<file path="config.mk">
export PLATFORM = sky130hd
export DESIGN_NAME = pit_controller
export DESIGN_NICKNAME = d
export VERILOG_FILES = /design/src/rtl/pit_pkg.sv /design/src/rtl/pit_clk_gen.sv /design/src/rtl/pit_controller.sv
export SDC_FILE = /design/constraint.sdc
export NUM_CORES = 1
export LEC_CHECK = 0
export CAP_MARGIN = 10
export CORE_ASPECT_RATIO = 0.8
export CORE_MARGIN = 1
export CORE_UTILIZATION = 25
export DETAILED_ROUTE_END_ITERATION = 7
export GPL_TIMING_DRIVEN = 0
export PLACE_DENSITY = 0.5
export REMOVE_ABC_BUFFERS = 1
export SLEW_MARGIN = 20
export SYNTH_ARGS = -nofsm -noshare
export SYNTH_HDL_FRONTEND = slang
export SYNTH_HIERARCHICAL = 1
export SYNTH_SLANG_ARGS = --single-unit
export TNS_END_PERCENT = 30
</file>
<file path="constraint.sdc">
create_clock -name clk -period 2 [get_ports clk]
set_input_delay 0.3 -clock clk [delete_from_list [all_inputs] [get_ports clk]]
set_output_delay 0.3 -clock clk [all_outputs]
set_load 0.01 [all_outputs]
</file>
<file path="src/rtl/pit_pkg.sv">
// pit_pkg: shared constants for the PIT bus sequencer.
// Port indices, control-word field values and bit positions, channel decode helper.
package pit_pkg;

    localparam logic [1:0] PIT_PORT_CH0  = 2'd0;
    localparam logic [1:0] PIT_PORT_CH1  = 2'd1;
    localparam logic [1:0] PIT_PORT_CH2  = 2'd2;
    localparam logic [1:0] PIT_PORT_CTRL = 2'd3;

    localparam logic [1:0] PIT_SC_READBACK = 2'b11;
    localparam logic [1:0] PIT_RW_LATCH    = 2'b00;

    localparam int CW_SC_HI     = 7;
    localparam int CW_SC_LO     = 6;
    localparam int CW_RW_HI     = 5;
    localparam int CW_RW_LO     = 4;
    localparam int CW_MODE_HI   = 2;
    localparam int CW_MODE_LO   = 1;
    localparam int CW_RB_COUNTN = 5;
    localparam int CW_RB_CH_HI  = 3;
    localparam int CW_RB_CH_LO  = 1;

    // Channel number to one-hot strobe; index 3 (control) maps to none.
    function automatic logic [2:0] ch_onehot(input logic [1:0] ch);
        return 3'b001 << ch;
    endfunction

endpackage

</file>
<file path="src/rtl/pit_clk_gen.sv">
// pit_clk_gen: free-running CLK_DIV divider producing the shared pit_clk.
// Ports: clk, reset_n (async, active-low) in; pit_clk out (high for counts < CLK_DIV/2).
module pit_clk_gen #(
    parameter int CLK_DIV = 42
) (
    input  logic clk,
    input  logic reset_n,
    output logic pit_clk
);

    localparam int CW = $clog2(CLK_DIV);
    localparam logic [CW-1:0] LAST = CW'(CLK_DIV - 1);
    localparam logic [CW-1:0] HALF = CW'(CLK_DIV / 2);

    logic [CW-1:0] div_cnt;
    logic [CW-1:0] div_nxt;

    assign div_nxt = (div_cnt == LAST) ? '0 : div_cnt + CW'(1);

    // pit_clk is registered from the next count so it tracks div_cnt
    // while still resetting low.
    always_ff @(posedge clk or negedge reset_n) begin
        if (!reset_n) begin
            div_cnt <= '0;
            pit_clk <= 1'b0;
        end else begin
            div_cnt <= div_nxt;
            pit_clk <= (div_nxt < HALF);
        end
    end

endmodule

</file>
<file path="src/rtl/pit_controller.sv">
// pit_controller: decodes PIT I/O ports 0x40-0x43 into per-channel timer strobes.
// Ports: bus (cs, data_m_*), timer strobes/shared buses, timer_count0..2, pit_clk. Macro PIT_READBACK_EN enables read-back latch.
module pit_controller
    import pit_pkg::*;
#(
    parameter int CLK_DIV = 42
) (
    input  logic        clk,
    input  logic        reset_n,
    input  logic        cs,
    input  logic        data_m_access,
    input  logic        data_m_wr_en,
    input  logic        data_m_addr,
    input  logic [1:0]  data_m_bytesel,
    input  logic [15:0] data_m_data_in,
    output logic [15:0] data_m_data_out,
    output logic        data_m_ack,
    output logic        pit_clk,
    output logic [7:0]  timer_reload,
    output logic [1:0]  timer_rw,
    output logic [1:0]  timer_mode,
    output logic [2:0]  timer_configure,
    output logic [2:0]  timer_load,
    output logic [2:0]  timer_latch,
    output logic [2:0]  timer_read,
    input  logic [7:0]  timer_count0,
    input  logic [7:0]  timer_count1,
    input  logic [7:0]  timer_count2
);

    logic        accept;
    logic [1:0]  port;
    logic [7:0]  wbyte;
    logic [7:0]  rbyte;
    logic [1:0]  sc;
    logic [1:0]  rw;

    logic [2:0]  cfg_d;
    logic [2:0]  load_d;
    logic [2:0]  latch_d;
    logic [2:0]  read_d;
    logic [7:0]  reload_d;
    logic [1:0]  rw_d;
    logic [1:0]  mode_d;
    logic [15:0] dout_d;

    logic        unused_bits;

    // The ack register doubles as the IDLE/ACK state: no accept while acking.
    assign accept = cs & data_m_access & ~data_m_ack;
    assign port   = {data_m_addr, data_m_bytesel[1]};
    assign wbyte  = data_m_bytesel[1] ? data_m_data_in[15:8]
                                      : data_m_data_in[7:0];
    assign sc     = wbyte[CW_SC_HI:CW_SC_LO];
    assign rw     = wbyte[CW_RW_HI:CW_RW_LO];

    assign unused_bits = ^{wbyte[0], wbyte[CW_RB_CH_HI:CW_RB_CH_LO], data_m_bytesel[0]};

    always_comb begin
        unique case (1'b1)
            port == PIT_PORT_CH0: rbyte = timer_count0;
            port == PIT_PORT_CH1: rbyte = timer_count1;
            port == PIT_PORT_CH2: rbyte = timer_count2;
            default:              rbyte = 8'h00;
        endcase
    end

    always_comb begin
        cfg_d    = 3'b000;
        load_d   = 3'b000;
        latch_d  = 3'b000;
        read_d   = 3'b000;
        reload_d = timer_reload;
        rw_d     = timer_rw;
        mode_d   = timer_mode;
        dout_d   = data_m_data_out;
        if (accept) begin
            if (data_m_wr_en) begin
                if (port == PIT_PORT_CTRL) begin
                    if (sc != PIT_SC_READBACK) begin
                        if (rw == PIT_RW_LATCH) begin
                            latch_d = ch_onehot(sc);
                        end else begin
                            cfg_d  = ch_onehot(sc);
                            rw_d   = rw;
                            mode_d = wbyte[CW_MODE_HI:CW_MODE_LO];
                        end
                    end else begin
`ifdef PIT_READBACK_EN
                        // COUNT# is active-low; status latch not supported.
                        if (!wbyte[CW_RB_COUNTN])
                            latch_d = wbyte[CW_RB_CH_HI:CW_RB_CH_LO];
`endif
                    end
                end else begin
                    load_d   = ch_onehot(port);
                    reload_d = wbyte;
                end
            end else begin
                // Count captured now; timer_read fires next cycle so the
                // channel's LSB/MSB toggle advances after this byte is taken.
                read_d = ch_onehot(port);
                dout_d = {rbyte, rbyte};
            end
        end
    end

    always_ff @(posedge clk or negedge reset_n) begin
        if (!reset_n) begin
            data_m_ack      <= 1'b0;
            data_m_data_out <= 16'h0000;
            timer_configure <= 3'b000;
            timer_load      <= 3'b000;
            timer_latch     <= 3'b000;
            timer_read      <= 3'b000;
            timer_reload    <= 8'h00;
            timer_rw        <= 2'b00;
            timer_mode      <= 2'b00;
        end else begin
            data_m_ack      <= accept;
            data_m_data_out <= dout_d;
            timer_configure <= cfg_d;
            timer_load      <= load_d;
            timer_latch     <= latch_d;
            timer_read      <= read_d;
            timer_reload    <= reload_d;
            timer_rw        <= rw_d;
            timer_mode      <= mode_d;
        end
    end

    pit_clk_gen #(
        .CLK_DIV (CLK_DIV)
    ) u_clk_gen (
        .clk     (clk),
        .reset_n (reset_n),
        .pit_clk (pit_clk)
    );

endmodule
</file>
==> impl_metrics.ini, run 1 <==
[critical_path]
crit_fanout = 12
path_class = in2reg
critPathLaunchType = primary input
critPathBufInv = 1
crit_slowest_cell = clkdlybuf4s50_1
worst_r2r_startpoint = data_m_ack
cp_cell_sequence = clkdlybuf4s50_1 -> and4b_1 -> nand2_1 -> mux2_2
worst_path_dominant_cell_family = simple AND/OR/NAND/NOR gates
critPathRequiredTime_ps = 2180
crit_path_start = data_m_access
endpoint_kind = register
critPathMaxStageDelay_ps = 560
worst-endpoint-arrival_ps = 1990

[synthesis]
post_synth_num_cell_types = 40
synth.ff_latch_count = 40
ys_seq_area_share_pct = 49.6
ys.warnings.count = 6
synth_xor_xnor_area_share_pct = 0.868
most_instantiated_flip_flop_cell_in_the_synthesis_netlist = dfrtp_1
synth_compound_area_share_pct = 13.5
mappedNetlistArea_um2 = 2020
yosys.area_share.simple_pct = 15.4
postSynth.asyncResetShare_pct = 100
synth.mux.area_fraction_pct = 12.6
largest_family_of_logic_cells_by_synthesized_area = simple AND/OR/NAND/NOR gates
synth_enable_flop_cells = 0
synth-adder-area-share_pct = 1.24
average_footprint_of_a_synthesized_cell_um2 = 11.1
syn-instance-count = 182

[sta]
setup_repair_after_global_routing_missed_its_margin = false
finClkSkew_ps = 5.59
slew_headroom_pct = 52.4
timing.final.crit_period_ps = 1810
finalSetupViolations = 0
final.hold.worst_slack_ps = 470
fmax_ghz = 0.553
timing_worst_slew_pin_value_ps = 713
timing.final.hold_violations = 0
fin_crit_sh_pct = 90.4
slew_violations = 0

[drt]
detail_route.wl_per_cell_um = 14.5
drtPass1Iterations = 4
count_of_unresolved_drc_violations_after_routing = 0
avgViaCountPerCell = 4.50
ant_nets = 0
routed-via-count = 1648
drt_iter0_drc = 60
drt_wl_total_mm = 5.30

[cells_and_area]
area_growth_pct = 50.2
fillers = 765
num-nets-final = 310
commonest_non_fill_non_tap_cells_in_the_layout = clkdlybuf4s50_1 (85), dfrtp_1 (40), nor2_1 (22), a21oi_1 (15)
layout.cells.most_common = clkdlybuf4s50_1
layout-drive-gt1-share_pct = 11.9
antenna_cells_inserted = 0

[floorplanning]
die_width_um = 102
io_pins = 90
fp.dieArea_um2 = 8440
initial_cell_density_of_the_core_pct = 26.5
die_h_um = 82.4
fp-row-count = 28
floorplan.core_area_um2 = 7600

[global_route]
overflow = 0
groute.usage.overall_pct = 13.5
grt_antenna_before_repair = 0
grt_start_max_net_pins = 30
grt_pass1_wl_mm = 8.39
vias_in_the_first_global_route = 1602

[cts]
tritoncts.num_buffers = 5
clock_path_buffers = 2
cts.repair_timing.setup_buffer_count = 0
cts-htree-levels = 2
clock_tree_from_tritoncts = built
worst_skew_pair.late_latency_ps = 290
clk_pin_slew_ps = 80
number_of_sinks_on_the_clock_net = 40
clock-root-buffer = clkbuf_8

[placed_design]
port-buffer-count = 88
dp.final_hpwl_mm = 3.96
routabilityCongestion = 0.712

[job]
maxCapViolations = 0

[run_status]
run_status = completed

[min_path]
worst_hold_path_type = in2async

[power]
peak_supply_drop_mv = 0.285
leakage_power_of_the_design_uw = 0.00129
pwr_per_cell_area_nw_per_um2 = 748
power_uw = 2270
## where the power goes
| part | internal [µW] | total [µW] | switching [µW] |
|---|---|---|---|
| logic | 390 | 635 | 245 |
| registers | 904 | 966 | 61.9 |
| clock network | 369 | 667 | 297 |
| total | 1660 | 2270 | 604 |
## per-stage QoR
step           utilization, %  cell area (µm²)  TNS [ps]  setup WS (ps)  cells
2_1_floorplan               -             1890         0            522    163
5_1_grt                  39.9             3030         0            118    366
6_report                 39.9             3030         0            191    366
4_1_cts                  39.9             3040         0           21.6    366
3_3_place_gp             38.2             2900    -35440           -970    356
3_5_place_dp             38.3             2910     -7780           -613    357
## sequential cells by signal, indices dropped and copies added, names as in the netlist
name,cells
timer_rw,2
u_clk_gen/div_cnt,6
data_m_data_out,8
data_m_ack,1
timer_read,3
timer_load,3
u_clk_gen/pit_clk,1
timer_configure,3
timer_reload,8
timer_latch,3
timer_mode,2
## path summary, 6_finish.rpt
path | endpoint | slack, ps | cells past startpoint
min reg2reg | data_m_ack | 490 | 1
min in group clk | data_m_ack | 490 | 1
max in group asynchronous | data_m_data_out[10] | 1050 | 3
min | data_m_data_out[12] | 470 | 2
max | timer_reload[4] | 190 | 4
max reg2reg | timer_reload[4] | 300 | 3
## synth_stat cells, drive strengths merged (2+ instances only)
| cell | number | share of area (%) |
|---|---|---|
| ha | 2 | 1.2 |
| nor3b | 2 | 0.74 |
| a21oi | 16 | 4.2 |
| nor3 | 3 | 0.74 |
| nor2 | 22 | 4.1 |
| buf | 19 | 6.3 |
| nand4 | 4 | 1.5 |
| nor2b | 3 | 1.3 |
| mux2i | 12 | 6.0 |
| o211ai | 2 | 0.74 |
| dfrtp | 40 | 50 |
| a2bb2oi | 8 | 3.5 |
| inv | 3 | 0.56 |
| nand2 | 10 | 2.0 |
| nand4b | 2 | 1.6 |
| and2 | 2 | 0.62 |
| a31oi | 3 | 0.93 |
| a21o | 2 | 0.74 |
| mux2 | 12 | 6.7 |
| nand3 | 2 | 0.50 |
## area by class of cell
cell class	count	area, µm²	area share (%)
timing repair buffer	90	896	29.6
tap	105	131	4.34
inverter	3	11.3	0.372
sequential	40	1000	33.0
multi-input combinational	120	880	29.0
clock buffer	5	68.8	2.27
clock inverter	3	42.5	1.40
## per-layer routing
| metal | part of all wire, % | routed length [µm] | global-route usage [%] | up-vias |
|---|---|---|---|---|
| met2 | 47 | 2490 | 20.9 | 45 |
| met3 | 4.8 | 256 | 3.54 | 4 |
| met5 | 0 | 0 | 0 | - |
| met1 | 47 | 2500 | 18.0 | 802 |
| met4 | 1.1 | 56 | 4.71 | 0 |
| li1 | - | - | - | 797 |
## cell families (layout without fill, tap and decap cells)
kind of cell	count (synthesis)	after routing
xor+xnor	2	2
fa+ha+maj	2	2
buf+inv	22	101
mux	24	24
compound gates	37	37
flops	40	40
simple gates	55	55
## timing repair
item | in CTS | in global routing
gates resized for setup | 2 | 1
endpoints found under the hold margin | 15 | 0
endpoints found under the setup margin | 16 | 4
pin swaps | 0 | 0
hold buffers | 1 | 0
(Power assumes the default switching activity.)
==> run 2: changes to the inputs <==
GPL_TIMING_DRIVEN = default   (was 0)
==> impl_metrics.ini, run 2 (synthesis gave the netlist of run 1 again) <==
[run_status]
run_status = completed

[critical_path]
worst_r2r_startpoint = data_m_ack
worst-endpoint-arrival_ps = 1810
path_class = in2reg
endpoint_kind = register
r2r_setup_slack_ps = 460
critPathLaunchType = primary input
critical_path.reg2reg.endpoint = timer_rw[1]
crit_fanout = 4
r2r_cells = 3
critPathRequiredTime_ps = 2180

[floorplanning]
fp.dieArea_um2 = 8440
die_width_um = 102
floorplan.core_area_um2 = 7600
initial_cell_density_of_the_core_pct = 26.5
die_h_um = 82.4
fp-row-count = 28
io_pins = 90

[power]
pwr_per_cell_area_nw_per_um2 = 705
power_uw = 2170
peak_supply_drop_mv = 0.270
leakage_power_of_the_design_uw = 0.00132

[cells_and_area]
antenna_cells_inserted = 0
post_layout_nonfiller_instances = 373
num-nets-final = 317
fillers = 772
regs_by_ff_count = data_m_data_out (8), timer_reload (8), u_clk_gen/div_cnt (6)
layout-drive-gt1-share_pct = 13.4
area_growth_pct = 52.3
commonest_non_fill_non_tap_cells_in_the_layout = clkdlybuf4s50_1 (87), dfrtp_1 (40), nor2_1 (22), a21oi_1 (15)
layout.cells.most_common = clkdlybuf4s50_1
post-route-cell-area_um2 = 3070

[drt]
routed-via-count = 1649
drtPass1Iterations = 4
drt_iter0_drc = 26
drt_wl_total_mm = 5.35
count_of_unresolved_drc_violations_after_routing = 0
ant_nets = 0
avgViaCountPerCell = 4.42
detail_route.wl_per_cell_um = 14.3

[min_path]
min-delay-start = data_m_ack
hold-path-endpoint = data_m_ack
timing.hold.worst_path_depth = 1
worst_hold_path_type = reg2reg

[cts]
cts-htree-levels = 2
clock-root-buffer = clkbuf_8
number_of_sinks_on_the_clock_net = 40
clock_tree_from_tritoncts = built
cts_resized = 0
clk_pin_slew_ps = 70
cts.repair_timing.setup_buffer_count = 0
clock_path_buffers = 2
worst_skew_pair.late_latency_ps = 290
tritoncts.num_buffers = 5
postCtsHoldBufs = 1

[global_route]
grt_most_used_layer = met2
grt_antenna_before_repair = 0
grt_start_max_net_pins = 23
groute.usage.overall_pct = 13.9
met2_usage_pct = 21.3
vias_in_the_first_global_route = 1665
met3_usage_pct = 4.12
groute.layer.met1.usage_pct = 18.5
overflow = 0
grt_pass1_wl_mm = 8.65

[sta]
finalSetupViolations = 0
fin_crit_sh_pct = 81.4
layout_setup_ws_ps = 373
setup_repair_after_global_routing_missed_its_margin = false
fin_tns_setup_ps = 0
timing_worst_slew_pin_value_ps = 472
slew_headroom_pct = 68.5
finClkSkew_ps = 3.91
fmax_ghz = 0.615
slew_violations = 0
timing.final.hold_violations = 0
timing.final.crit_period_ps = 1630

[placed_design]
routabilityCongestion = 0.775
post_dp_cell_area_um2 = 2970
port-buffer-count = 88
placement.setup.worst_slack_ps = 23.5
place_inst = 364
dp.final_hpwl_mm = 4.14

[job]
maxCapViolations = 0
[run 2: cell count changes in the layout (fill, tap and decap cells not counted), sizes merged]
cell / previous run / this run
bufinv: 1 / 0
clkinv: 1 / 2
clkinvlp: 1 / 0
buf: 3 / 9
clkdlybuf4s50: 85 / 87
[run 2: worst max path at each step]
stage,slack [ps],depth (start not counted),endpoint,start
6_report,370,4,timer_rw[1],data_m_access
5_1_grt,290,4,timer_rw[1],data_m_access
4_1_cts,350,4,timer_rw[1],data_m_access
3_5_place_dp,20,4,timer_rw[1],data_m_access
3_3_place_gp,70,4,timer_mode[1],data_m_access
2_1_floorplan,520,3,timer_mode[0],data_m_ack
[run 2: critical path, cell delays in order]
cell,delay [ps]
clkdlybuf4s50_1,550
nand4b_4,150
a2111oi_4,420
mux2_2,380
[run 2: routing by layer]
metal / wire (µm) / vias to the layer above
li1: - / 810
met1: 2560 / 786
met2: 2450 / 48
met3: 276 / 5
met4: 60 / 0
met5: 0 / -
[run 2: area by class of cell]
class / instances / area, µm² / area share [%]
clock buffer: 6 / 82.6 / 2.69
clock inverter: 2 / 10.0 / 0.326
inverter: 3 / 11.3 / 0.366
multi-input combinational: 120 / 880 / 28.6
sequential: 40 / 1000 / 32.6
tap: 105 / 131 / 4.27
timing repair buffer: 97 / 958 / 31.2
[run 2: where the power goes]
part | total (µW) | internal, µW | switching, µW
registers | 965 | 904 | 60.9
logic | 648 | 401 | 247
clock network | 554 | 275 | 279
[run 2: through the flow]
stage	hold WS, ps	util, %
finish	495	40.4
CTS	509	40.4
global route	541	40.4
detailed placement	288	39.1
floorplan	4.41	-
global placement	285	39.1
==> run 3: changes to the inputs <==
PLACE_DENSITY = 0.51   (was 0.5)
clock period = 1.3 ns   (was 2 ns; I/O delays follow)
==> impl_metrics.ini, run 3 (synthesis gave the netlist of run 1 again) <==
[critical_path]
critPathRequiredTime_ps = 1500
worst-endpoint-arrival_ps = 1590
critPathLaunchType = register
endpoint_kind = register
path_class = reg2reg
crit_fanout = 6

[sta]
finClkSkew_ps = 3.81
timing.final.crit_period_ps = 1390
layout_setup_ws_ps = -86.3
fmax_ghz = 0.721
fin_crit_sh_pct = 107
finalSetupViolations = 17
final.hold.worst_slack_ps = 334
timing_worst_slew_pin_value_ps = 687
timing.final.hold_violations = 0
slew_headroom_pct = 54.1
slew_violations = 0
setup_repair_after_global_routing_missed_its_margin = true

[floorplanning]
initial_cell_density_of_the_core_pct = 26.5
die_h_um = 82.4
floorplan.core_area_um2 = 7600
fp.dieArea_um2 = 8440
io_pins = 90
die_width_um = 102
fp-row-count = 28

[cells_and_area]
antenna_cells_inserted = 0
num-nets-final = 335
fillers = 786
layout.cells.most_common = dlygate4sd2_1
post-route-cell-area_um2 = 3180
commonest_non_fill_non_tap_cells_in_the_layout = dlygate4sd2_1 (49), dfrtp_1 (40), clkdlybuf4s50_1 (38), buf_4 (23), nor2_1 (18)
regs_by_ff_count = data_m_data_out (8), timer_reload (8), u_clk_gen/div_cnt (6)
area_growth_pct = 57.6
layout-drive-gt1-share_pct = 20.7

[placed_design]
routabilityCongestion = 0.776
dp.final_hpwl_mm = 3.92
post_dp_cell_area_um2 = 3100
port-buffer-count = 88

[global_route]
grt_start_max_net_pins = 41
grt_pass1_wl_mm = 8.35
grt_antenna_before_repair = 0
vias_in_the_first_global_route = 1659
overflow = 0
groute.usage.overall_pct = 13.0

[job]
maxCapViolations = 0

[cts]
clock_path_buffers = 2
clock-root-buffer = clkbuf_8
tritoncts.num_buffers = 5
clock_tree_from_tritoncts = built
cts-htree-levels = 2
worst_skew_pair.late_latency_ps = 280
number_of_sinks_on_the_clock_net = 40
clk_pin_slew_ps = 70

[power]
peak_supply_drop_mv = 0.598
pwr_per_cell_area_nw_per_um2 = 982
leakage_power_of_the_design_uw = 0.00151

[run_status]
violated_checks = setup timing
run_status = finished, violations left

[drt]
drtPass1Iterations = 4
drt_iter0_drc = 64
drt_wl_total_mm = 4.98
detail_route.wl_per_cell_um = 12.8
ant_nets = 0
avgViaCountPerCell = 4.32
routed-via-count = 1685
count_of_unresolved_drc_violations_after_routing = 0

[min_path]
worst_hold_path_type = in2reg
## run 3: area by class of cell
cell class              count  area, µm²  share of cell area (%)
inverters                   3       11.3                   0.354
clock inverters             1       5.00                   0.157
multi-input cells         120        911                    28.6
well taps                 105        131                    4.13
flip-flops and latches     40       1000                    31.5
clock buffers               6       72.6                    2.28
repair buffers            115       1050                    33.0
## run 3: where the power goes
part	total (µW)	internal [µW]	switching, µW	leakage [µW]
logic	886	508	378	0.000973
clock network	757	365	392	0.0000410
registers	1480	1390	89.5	0.000494
total	3120	2260	859	0.00151
## run 3: stage by stage
stage	std cells	util [%]	setup slack (ps)	total power, µW	setup TNS, ps
floorplan	163	-	-178	1820	-1220
global placement	380	40.8	-507	2530	-10460
detailed placement	380	40.8	-551	2530	-11060
CTS	390	41.7	-90.1	3180	-1140
global route	390	41.8	-183	3340	-2730
finish	390	41.8	-86.3	3120	-1080
## run 3: worst paths after layout
check	startpoint	end	slack [ps]	cells past startpoint
worst max register to register	data_m_ack	timer_latch[0]	-90	5
worst min register to register	timer_reload[1]	timer_reload[1]	500	1
min in group asynchronous	reset_n	timer_read[1]	410	3
worst max-delay path	data_m_ack	timer_latch[0]	-90	5
worst min-delay path	data_m_access	data_m_ack	330	3
max in group asynchronous	reset_n	timer_configure[2]	680	3
## run 3: routing by layer
layer,up-vias,global-route usage [%],wire length [µm]
li1,843,-,-
met5,-,0,0
met2,49,19.7,2280
met1,791,18.1,2330
met4,0,2.57,19
met3,2,4.12,353
## run 3: what timing repair did
item                                    in CTS  in global routing
resized for setup                           56                  5
pin swaps                                    5                  2
endpoints found under the hold margin       40                  0
endpoints found under the setup margin      71                 30
hold buffers                                 1                  0
buffers inserted                             2                  0
## run 3: worst max-delay path, cell delays in order (launching register included)
cell and delay, ps:
dfrtp_1 390, buf_4 150, and4b_2 320, buf_6 130
nand4_1 160, nor2_1 170
